File: config.mk
export PLATFORM = sky130hd
export DESIGN_NAME = seven_seg_scanner_flat
export DESIGN_NICKNAME = d
export VERILOG_FILES = /design/src/rtl/seven_seg_scanner_if.sv /design/src/rtl/seven_seg_scanner.sv /design/src/flat_wrapper.sv
export SDC_FILE = /design/constraint.sdc
export NUM_CORES = 1
export LEC_CHECK = 0
export BUFFER_PORTS_ARGS = -buffer_cell sky130_fd_sc_hd__buf_4
export CORE_MARGIN = 4
export CORE_UTILIZATION = 40
export CTS_CLUSTER_DIAMETER = 100
export DETAILED_ROUTE_END_ITERATION = 8
export GPL_ROUTABILITY_DRIVEN = 0
export PLACE_DENSITY = 0.55
export SYNTH_ARGS = -nofsm -noshare
export SYNTH_HDL_FRONTEND = slang
export SYNTH_SLANG_ARGS = --single-unit
File: constraint.sdc
create_clock -name clock -period 5.02 [get_ports clock]
set_input_delay 1.506 -clock clock [delete_from_list [all_inputs] [get_ports clock]]
set_output_delay 1.506 -clock clock [all_outputs]
set_load 0.1 [all_outputs]
File: src/rtl/seven_seg_scanner_if.sv
// rtl/seven_seg_scanner_if.sv - display-driver bus: MMIO-side inputs and pin-side outputs
interface seven_seg_scanner_if #(
  parameter int NUM_DIGITS      = 4,
  parameter int BRIGHTNESS_BITS = 3
);
  logic [4*NUM_DIGITS-1:0]    data;
  logic [NUM_DIGITS-1:0]      decimalPoints;
  logic                       blankLeadingZeros;
  logic [BRIGHTNESS_BITS-1:0] brightness;
  logic                       enable;
  logic [7:0]                 segment;
  logic [NUM_DIGITS-1:0]      digit;
  logic                       frameStart;

  modport master (
    output data, decimalPoints, blankLeadingZeros, brightness, enable,
    input  segment, digit, frameStart
  );

  modport slave (
    input  data, decimalPoints, blankLeadingZeros, brightness, enable,
    output segment, digit, frameStart
  );
endinterface

File: src/rtl/seven_seg_scanner.sv
// rtl/seven_seg_scanner.sv - multiplexed 7-segment scanner with tear-free frame latching,
// leading-zero blanking, decimal points, PWM brightness and pin polarity control
module seven_seg_scanner #(
  parameter int NUM_DIGITS       = 4,
  parameter int TICKS_PER_DIGIT  = 131072,
  parameter int BRIGHTNESS_BITS  = 3,
  parameter bit SEG_ACTIVE_LOW   = 1'b1,
  parameter bit DIGIT_ACTIVE_LOW = 1'b1
) (
  input  logic                 clock,
  input  logic                 notReset,
  seven_seg_scanner_if.slave   bus
);

  localparam int TW   = (TICKS_PER_DIGIT > 1) ? $clog2(TICKS_PER_DIGIT) : 1;
  localparam int DW   = (NUM_DIGITS > 1) ? $clog2(NUM_DIGITS) : 1;
  localparam int STEP = TICKS_PER_DIGIT >> BRIGHTNESS_BITS;
  localparam logic [TW-1:0] LAST_TICK  = TW'(TICKS_PER_DIGIT - 1);
  localparam logic [DW-1:0] LAST_DIGIT = DW'(NUM_DIGITS - 1);

  logic [TW-1:0]           tick_count;
  logic [DW-1:0]           digit_index;
  logic                    primed;
  logic [4*NUM_DIGITS-1:0] shadow_data;
  logic [NUM_DIGITS-1:0]   shadow_dp;
  logic                    shadow_blank;
  logic                    frame_start;
  logic [7:0]              seg_q;
  logic [NUM_DIGITS-1:0]   dig_q;

  logic                    tick_wrap;
  logic                    frame_edge;
  logic [3:0]              nibble;
  logic                    dp_bit;
  logic                    blank_cur;
  logic                    all_zero;
  logic [NUM_DIGITS-1:0]   lead_zero;
  logic [6:0]              glyph;
  logic [TW:0]             on_ticks;
  logic                    lit;
  logic [7:0]              seg_d;
  logic [NUM_DIGITS-1:0]   dig_d;

  assign tick_wrap  = (tick_count == LAST_TICK);
  assign frame_edge = primed || (tick_wrap && digit_index == LAST_DIGIT);

  always_ff @(posedge clock or negedge notReset) begin
    if (!notReset) begin
      tick_count  <= '0;
      digit_index <= '0;
    end else if (tick_wrap) begin
      tick_count  <= '0;
      digit_index <= (digit_index == LAST_DIGIT) ? '0 : digit_index + 1'b1;
    end else begin
      tick_count  <= tick_count + 1'b1;
    end
  end

  // Shadow copies only change at a frame boundary so a frame is never torn.
  always_ff @(posedge clock or negedge notReset) begin
    if (!notReset) begin
      primed       <= 1'b1;
      shadow_data  <= '0;
      shadow_dp    <= '0;
      shadow_blank <= 1'b0;
      frame_start  <= 1'b0;
    end else begin
      frame_start <= frame_edge;
      if (frame_edge) begin
        primed       <= 1'b0;
        shadow_data  <= bus.data;
        shadow_dp    <= bus.decimalPoints;
        shadow_blank <= bus.blankLeadingZeros;
      end
    end
  end

  always_comb begin
    nibble    = 4'h0;
    dp_bit    = 1'b0;
    blank_cur = 1'b0;
    all_zero  = 1'b1;
    lead_zero = '0;
    for (int k = 0; k < NUM_DIGITS; k++) begin
      all_zero     = all_zero && (shadow_data[4*(NUM_DIGITS-1-k) +: 4] == 4'h0);
      lead_zero[k] = shadow_blank && all_zero && (k != NUM_DIGITS - 1);
      if (DW'(k) == digit_index) begin
        nibble    = shadow_data[4*(NUM_DIGITS-1-k) +: 4];
        dp_bit    = shadow_dp[k];
        blank_cur = lead_zero[k];
      end
    end
  end

  always_comb begin
    glyph = 7'h00;
    case (nibble)
      4'h0: glyph = 7'h3F;
      4'h1: glyph = 7'h06;
      4'h2: glyph = 7'h5B;
      4'h3: glyph = 7'h4F;
      4'h4: glyph = 7'h66;
      4'h5: glyph = 7'h6D;
      4'h6: glyph = 7'h7D;
      4'h7: glyph = 7'h07;
      4'h8: glyph = 7'h7F;
      4'h9: glyph = 7'h6F;
      4'hA: glyph = 7'h77;
      4'hB: glyph = 7'h7C;
      4'hC: glyph = 7'h39;
      4'hD: glyph = 7'h5E;
      4'hE: glyph = 7'h79;
      4'hF: glyph = 7'h71;
      default: glyph = 7'h00;
    endcase
  end

  // Nothing is shown before the first shadow load; segments go dark with the digits.
  always_comb begin
    on_ticks = (TW+1)'((32'(bus.brightness) + 32'd1) * 32'(STEP));
    lit      = bus.enable && !primed && ({1'b0, tick_count} < on_ticks);
    seg_d    = '0;
    dig_d    = '0;
    if (lit) begin
      seg_d = {dp_bit, blank_cur ? 7'h00 : glyph};
      dig_d = NUM_DIGITS'(1) << digit_index;
    end
  end

  always_ff @(posedge clock or negedge notReset) begin
    if (!notReset) begin
      seg_q <= '0;
      dig_q <= '0;
    end else begin
      seg_q <= seg_d;
      dig_q <= dig_d;
    end
  end

  assign bus.segment    = SEG_ACTIVE_LOW   ? ~seg_q : seg_q;
  assign bus.digit      = DIGIT_ACTIVE_LOW ? ~dig_q : dig_q;
  assign bus.frameStart = frame_start;

endmodule
File: src/flat_wrapper.sv
// flat-port wrapper written by rule: the top's interface ports become plain ports
module seven_seg_scanner_flat 
#(
  parameter int NUM_DIGITS       = 4,
  parameter int TICKS_PER_DIGIT  = 131072,
  parameter int BRIGHTNESS_BITS  = 3,
  parameter bit SEG_ACTIVE_LOW   = 1'b1,
  parameter bit DIGIT_ACTIVE_LOW = 1'b1
)
  (clock, notReset, bus_data, bus_decimalPoints, bus_blankLeadingZeros, bus_brightness, bus_enable, bus_segment, bus_digit, bus_frameStart);
  seven_seg_scanner_if #(.NUM_DIGITS(NUM_DIGITS), .BRIGHTNESS_BITS(BRIGHTNESS_BITS)) bus_i ();
  input  logic clock;
  input  logic notReset;
  input wire logic [$bits(bus_i.data)-1:0] bus_data;
  input wire logic [$bits(bus_i.decimalPoints)-1:0] bus_decimalPoints;
  input wire logic [$bits(bus_i.blankLeadingZeros)-1:0] bus_blankLeadingZeros;
  input wire logic [$bits(bus_i.brightness)-1:0] bus_brightness;
  input wire logic [$bits(bus_i.enable)-1:0] bus_enable;
  output wire logic [$bits(bus_i.segment)-1:0] bus_segment;
  output wire logic [$bits(bus_i.digit)-1:0] bus_digit;
  output wire logic [$bits(bus_i.frameStart)-1:0] bus_frameStart;
  assign bus_i.data = bus_data;
  assign bus_i.decimalPoints = bus_decimalPoints;
  assign bus_i.blankLeadingZeros = bus_blankLeadingZeros;
  assign bus_i.brightness = bus_brightness;
  assign bus_i.enable = bus_enable;
  assign bus_segment = bus_i.segment;
  assign bus_digit = bus_i.digit;
  assign bus_frameStart = bus_i.frameStart;
  seven_seg_scanner #(.NUM_DIGITS(NUM_DIGITS), .TICKS_PER_DIGIT(TICKS_PER_DIGIT), .BRIGHTNESS_BITS(BRIGHTNESS_BITS), .SEG_ACTIVE_LOW(SEG_ACTIVE_LOW), .DIGIT_ACTIVE_LOW(DIGIT_ACTIVE_LOW)) u_core (.clock(clock), .notReset(notReset), .bus(bus_i));
endmodule
==> out/summary.txt, run 1 <==
status = finished, final reports clean
die width = 90.3 µm
die height = 90.3 µm
first-pass GRT wire length = 8540 µm
antenna diode instance count = 0
CP max-delay cell = a311oi_1
Initial DRT Pass Iterations = 4
Core ar. = 0.00646 mm²
period utilization = 60.4%
IO buf count = 39
Slew headroom = 49.8%
cts hold-fix bufs = 0
static leakage = 1.45 nW
Max-Cap Viols = 0
WL/cell = 13.5 µm
cell area power density = 292 mW/mm²
worst r2r src = u_core.tick_count[0]
Slew Viols, Final = 0
Reg2Reg Depth = 8
crit path DAT = 3.24 ns
endpoints failing setup = 0
synth warn = 0
Root Buffer = clkbuf_8
register clock-pin slew on the reported worst setup and hold paths = 0.09 ns
CTS tree = built
fin worst setup slack = 1.99 ns
total global routing overflow = 0
maximum clock rate = 330 MHz
Slew @ Worst Pin = 0.753 ns
initial antenna violation count = 0
Setup TNS = 0 ns
post-CTS setup buffers = 0
Final #Nets = 329
crit-path cells = buf_4 > ha_1 > xnor2_1 > ha_1 > nor2_1 > a31oi_1 > a21oi_1 > o21ai_1 > a311oi_1
Crit path top cell by count = ha_1
largest net degree at the start of global routing = 55
CP required = 5.23 ns
final number of hold-violating endpoints = 0
FP Rows = 29
fin util = 49.0%
die area = 0.00816 mm²
reg2reg end = u_core.shadow_dp[3]
synthesis-to-layout area growth = 16.8%
GRT Total Usage = 12.7%
CP Class = primary input to flip-flop
CP endpoint kind = flip-flop
Detail Placement HPWL = 3540 µm
Place WS = 1.62 ns
HP Class = flip-flop to flip-flop
Layout Skew = 0.0115 ns
register area share after synthesis = 49.9%
Critical Path Start = bus_brightness[0]
fraction of layout cells with a size suffix above 1 = 24.7%
worst reg-to-reg setup slack = 2.09 ns
WL final = 4930 µm
WHS = 0.498 ns
RSZ-0062 raised after global routing = no
Initial Util = 42.0%
Mean Syn Cell Area = 10.9 µm²
Critical Path Max Stage Delay = 0.31 ns
Mapped Cells = 249
worst skew pair latency = 0.31 ns
ys flop type = dfrtp_1
CTS Buf Count = 5
Critical Path Sink = u_core.seg_q[4]
Clock Sinks = 54
Via Count = 1,804
DR vias/cell = 4.94
Peak VDD IR = 0.000113 V
maximum clock insertion buffer count = 2
post-CTS sizing = 0
DRC = 0
Routed Antenna Nets = 0
Post-synth EDFFs = 0
Placed Area = 0.00305 mm²
Iteration-0 DRC Markers = 65
Synth async-reset ratio = 100%
#FFs+latches synth = 54
Synthesized Nets = 291
Worst setup SP type = primary input
Yosys cell types = 42
htree depth = 2
fin crit period = 3.03 ns
I/O Pins = 40
vias in the first global route = 1,753
cell area after synthesis = 0.00271 mm²
fin area = 0.00317 mm²
Critical Path Fanout Max = 7
## cell families (layout without fill, tap and decap cells)
logic type / Yosys count / count (layout) / share of synthesized area [%]
AND/OR/NAND/NOR: 81 / 81 / 15.1
flip-flops: 54 / 54 / 49.9
AO/OA/AOI/OAI: 30 / 30 / 7.98
buffers and inverters: 28 / 67 / 4.94
multiplexers: 25 / 25 / 10.2
adder cells (fa/ha/maj): 15 / 15 / 6.92
XOR/XNOR: 15 / 15 / 4.85
other: 1 / 1 / 0.138
## critical path: cells and delay by family
kind	cells	cell delay (ns)
xor+xnor	1	0.12
buf+inv	1	0.12
fa+ha+maj	2	0.47
simple gates	1	0.09
compound gates	4	0.93
## through the flow
stage          std cells  total power, mW
6_report             365            0.925
5_1_grt              365            0.966
4_1_cts              365            0.940
3_5_place_dp         357            0.636
3_3_place_gp         357            0.634
2_1_floorplan        249            0.589
## flip-flops by register name, summed over array words and instances (netlist names)
name,count
u_core.tick_count,17
u_core.shadow_data,16
u_core.seg_q,8
u_core.dig_q,4
u_core.shadow_dp,4
u_core.digit_index,2
u_core.bus.frameStart,1
u_core.primed,1
u_core.shadow_blank,1
## power by group
part           switching, mW  leakage [nW]  total [mW]  internal, mW
combinational         0.0946         0.710       0.154        0.0589
clock                  0.137        0.0585       0.300         0.163
sequential            0.0136         0.680       0.472         0.458
total                  0.245          1.45       0.925         0.680
## layer usage
metal / share of wire, % / GRT usage (%)
met1: 54 / 19.5
met2: 40 / 17.1
met3: 4.7 / 3.50
met4: 1.4 / 4.21
met5: 0 / 0
## placed cells by master (no fill, tap or decap), types with 2 or more instances in the layout
cell	instances
nand3b_1	3
nor2_1	25
a22oi_1	2
nand2_1	13
a21oi_1	7
buf_4	40
a211oi_1	4
o21ai_0	5
nor2b_1	6
and2_1	4
nor3b_1	3
xor2_1	10
or3_1	2
inv_1	19
nor4_1	4
dfrtp_1	53
mux2i_1	4
and3_1	2
nand4_1	3
nand3_1	8
nor3_1	3
clkbuf_8	6
a21o_1	2
nand2b_1	3
xnor2_1	5
mux2_2	21
ha_1	15
## how the worst min path moves through the flow
stage | start | endpoint | slack [ns] | depth (start not counted)
5_1_grt | u_core.tick_count[0] | u_core.tick_count[0] | 0.52 | 1
4_1_cts | u_core.tick_count[0] | u_core.tick_count[0] | 0.50 | 1
3_3_place_gp | u_core.tick_count[0] | u_core.tick_count[0] | 0.48 | 1
2_1_floorplan | u_core.tick_count[0] | u_core.tick_count[0] | 0.45 | 1
6_report | u_core.tick_count[0] | u_core.tick_count[0] | 0.50 | 1
3_5_place_dp | u_core.tick_count[0] | u_core.tick_count[0] | 0.49 | 1
## synthesized netlist by cell type, types with 2 or more instances
library cell | number | area, µm²
nand3b_1 | 3 | 22.5
and2_1 | 4 | 25.0
xor2_1 | 10 | 87.6
buf_2 | 2 | 10.0
nand2b_1 | 3 | 18.8
a21o_1 | 2 | 15.0
a211oi_1 | 4 | 30.0
and3_1 | 2 | 12.5
nand4_1 | 3 | 18.8
nor3b_1 | 3 | 22.5
nor2_1 | 25 | 93.8
ha_1 | 15 | 188
clkbuf_1 | 2 | 7.51
a22oi_1 | 2 | 15.0
buf_6 | 2 | 22.5
nor4_1 | 4 | 25.0
nor2b_1 | 6 | 37.5
nand2_1 | 13 | 48.8
inv_1 | 19 | 71.3
or3_1 | 2 | 12.5
mux2_2 | 21 | 236
o21ai_0 | 5 | 25.0
dfrtp_1 | 53 | 1330
xnor2_1 | 5 | 43.8
nand3_1 | 8 | 40.0
a21oi_1 | 8 | 40.0
buf_4 | 3 | 22.5
mux2i_1 | 4 | 40.0
nor3_1 | 3 | 15.0
## cell type report
cell class / instances / area [µm²]
clock inverters: 1 / 30.0
clock buffers: 7 / 86.3
repair buffers: 40 / 300
inverters: 19 / 71.3
flip-flops and latches: 54 / 1350
fillers: 619 / 3290
well taps: 77 / 96.3
multi-input cells: 167 / 1230
No activity file was read; power rests on OpenSTA's default activity.
==> run 2: changes to the inputs <==
- PLACE_DENSITY: 0.55 -> 0.58
- clock period: 5.02 -> 2.6 ns (I/O delays scaled with it)
==> out/summary.txt, run 2 (same netlist as run 1, synthesis figures left out) <==
RSZ-0062 raised after global routing = no (unchanged)
antenna diode instance count = 0 (unchanged)
static leakage = 1.47 nW (was 1.45 nW)
HP Class = flip-flop to flip-flop (unchanged)
Max-Cap Viols = 0 (unchanged)
met2 usage = 19.4% (was 17.1%)
WL/cell = 13.3 µm (was 13.5 µm)
Critical Path Start = u_core.digit_index[0] (was bus_brightness[0])
fraction of layout cells with a size suffix above 1 = 26.8% (was 24.7%)
period utilization = 90.3%
delay-heaviest family, CP = simple AND/OR/NAND/NOR gates (was compound AO/OA/AOI/OAI gates)
largest net degree at the start of global routing = 55 (unchanged)
Layout Skew = 0.0136 ns (was 0.0115 ns)
GRT Total Usage = 12.9% (was 12.7%)
Worst Min Path Start = u_core.tick_count[0] (unchanged)
Slew Viols, Final = 0 (unchanged)
CTS tree = built (unchanged)
I/O Pins = 40 (unchanged)
WL final = 4940 µm (was 4930 µm)
Routed Antenna Nets = 0 (unchanged)
Setup TNS = 0 ns (unchanged)
Via Count = 1,834 (was 1,804)
IO buf count = 39 (unchanged)
Slew @ Worst Pin = 0.668 ns (was 0.753 ns)
cell area power density = 531 mW/mm² (was 292 mW/mm²)
NetSw = 0.496 mW (was 0.245 mW)
Critical Path Fanout Max = 4 (was 7)
Initial DRT Pass Iterations = 4 (unchanged)
Worst setup SP type = flip-flop (was primary input)
Most flops, register = u_core.tick_count (unchanged)
sequential power share = 53.7% (was 51.0%)
fin crit period = 2.35 ns
maximum clock rate = 426 MHz
Detail Placement HPWL = 3610 µm (was 3540 µm)
most frequent cells in the layout = dfrtp_1, buf_4, nor2_1, mux2_2, inv_1 (unchanged)
Root Buffer = clkbuf_8 (unchanged)
post-CTS sizing = 0 (unchanged)
initial antenna violation count = 0 (unchanged)
maximum clock insertion buffer count = 2 (unchanged)
worst skew pair latency = 0.31 ns (about the same)
worst r2r src = u_core.digit_index[0] (was u_core.tick_count[0])
Clock Sinks = 54 (unchanged)
Gate power share = 18.0% (was 16.6%)
cts hold-fix bufs = 0 (unchanged)
number of flip-flops in the largest register = 17 (unchanged)
fin cells = 372 (was 365)
Int Power = 1.20 mW (was 0.680 mW)
Critical Path Max Stage Delay = 0.42 ns (was 0.31 ns)
first-pass GRT wire length = 8640 µm (was 8540 µm)
CP required = 2.85 ns (was 5.23 ns)
status = finished, final reports clean (unchanged)
clock network power share = 28.3% (was 32.4%)
endpoints failing setup = 0 (unchanged)
routing usage on met3 = 2.83% (was 3.50%)
die height = 90.3 µm (unchanged)
CP Class = flip-flop to flip-flop (was primary input to flip-flop)
Peak VDD IR = 0.000229 V (was 0.000113 V)
most common cell after layout, fill and taps aside = dfrtp_1 (unchanged)
CP max-delay cell = dfrtp_1 (was a311oi_1)
Bufs and invs on worst path = 2 (was 1)
Final #Nets = 336 (was 329)
vias in the first global route = 1,804 (was 1,753)
FP Rows = 29 (unchanged)
total power = 1.70 mW (was 0.925 mW)
crit path DAT = 2.60 ns (was 3.24 ns)
Slew headroom = 55.5% (was 49.8%)
Switching Share = 29.3% (was 26.5%)
DR vias/cell = 4.93 (was 4.94)
DRC = 0 (unchanged)
total global routing overflow = 0 (unchanged)
final number of hold-violating endpoints = 0 (unchanged)
die width = 90.3 µm (unchanged)
met1 Use GR = 18.4% (was 19.5%)
die area = 0.00816 mm² (unchanged)
Core ar. = 0.00646 mm² (unchanged)
register clock-pin slew on the reported worst setup and hold paths = 0.11 ns (was 0.09 ns)
CP endpoint kind = flip-flop (unchanged)
htree depth = 2 (unchanged)
Initial Util = 42.0% (unchanged)
placed cell count = 364 (was 357)
crit-path cells = inv_1 > ha_1 > nor2b_1 > a22oi_1 > a21oi_1 > inv_1 > ha_1 > or3_1 > o221ai_1 > and2b_1 (was buf_4 > ha_1 > xnor2_1 > ha_1 > nor2_1 > a31oi_1 > a21oi_1 > o21ai_1 > a311oi_1)
layer with the highest usage = met2 (was met1)
post-CTS setup buffers = 0 (unchanged)
WHS = 0.489 ns (was 0.498 ns)
Top Registers = u_core.tick_count (17), u_core.shadow_data (16), u_core.seg_q (8) (unchanged)
CTS Buf Count = 5 (unchanged)
synthesis-to-layout area growth = 17.9% (was 16.8%)
Iteration-0 DRC Markers = 83 (was 65)
## run 2: power groups by stage
stage                     registers (mW)  clock network (mW)  logic [mW]
after global routing               0.918               0.537       0.334
after floorplan                    0.923                   0       0.213
after global placement             0.928                   0       0.306
final                              0.911               0.480       0.305
after CTS                          0.912               0.502       0.309
after detailed placement           0.929                   0       0.308
## run 2: area by class of cell
class,count,area [µm²]
fill,613,3260
clock inverter,3,26.3
multi-input combinational,167,1230
timing repair buffer,47,353
inverter,19,71.3
sequential,54,1350
tap,77,96.3
clock buffer,5,68.8
## run 2: final timing paths
kind | end | slack (ns) | cells past startpoint
max | u_core.seg_q[0] | 0.25 | 10
min | u_core.tick_count[0] | 0.49 | 1
max reg2reg | u_core.seg_q[0] | 0.25 | 10
min reg2reg | u_core.tick_count[0] | 0.49 | 1
max in group asynchronous | u_core.bus.frameStart | 1.65 | 1
min in group asynchronous | u_core.shadow_dp[0] | 0.50 | 1
## run 2: per-layer routing
layer / part of all wire (%) / wire length, µm / up-vias
met2: 43 / 2150 / 38
met5: 0 / 0 / -
met4: 1.3 / 64 / 0
met3: 4.0 / 199 / 5
li1: - / - / 934
met1: 51 / 2530 / 857
## run 2: stage by stage
stage          area, µm²  util [%]  setup WS [ns]
5_1_grt             3200      49.5         0.0307
3_5_place_dp        3100      48.0          0.111
3_3_place_gp        3100      48.0          0.224
2_1_floorplan       2710         -          0.354
6_report            3200      49.5          0.253
4_1_cts             3200      49.5          0.254
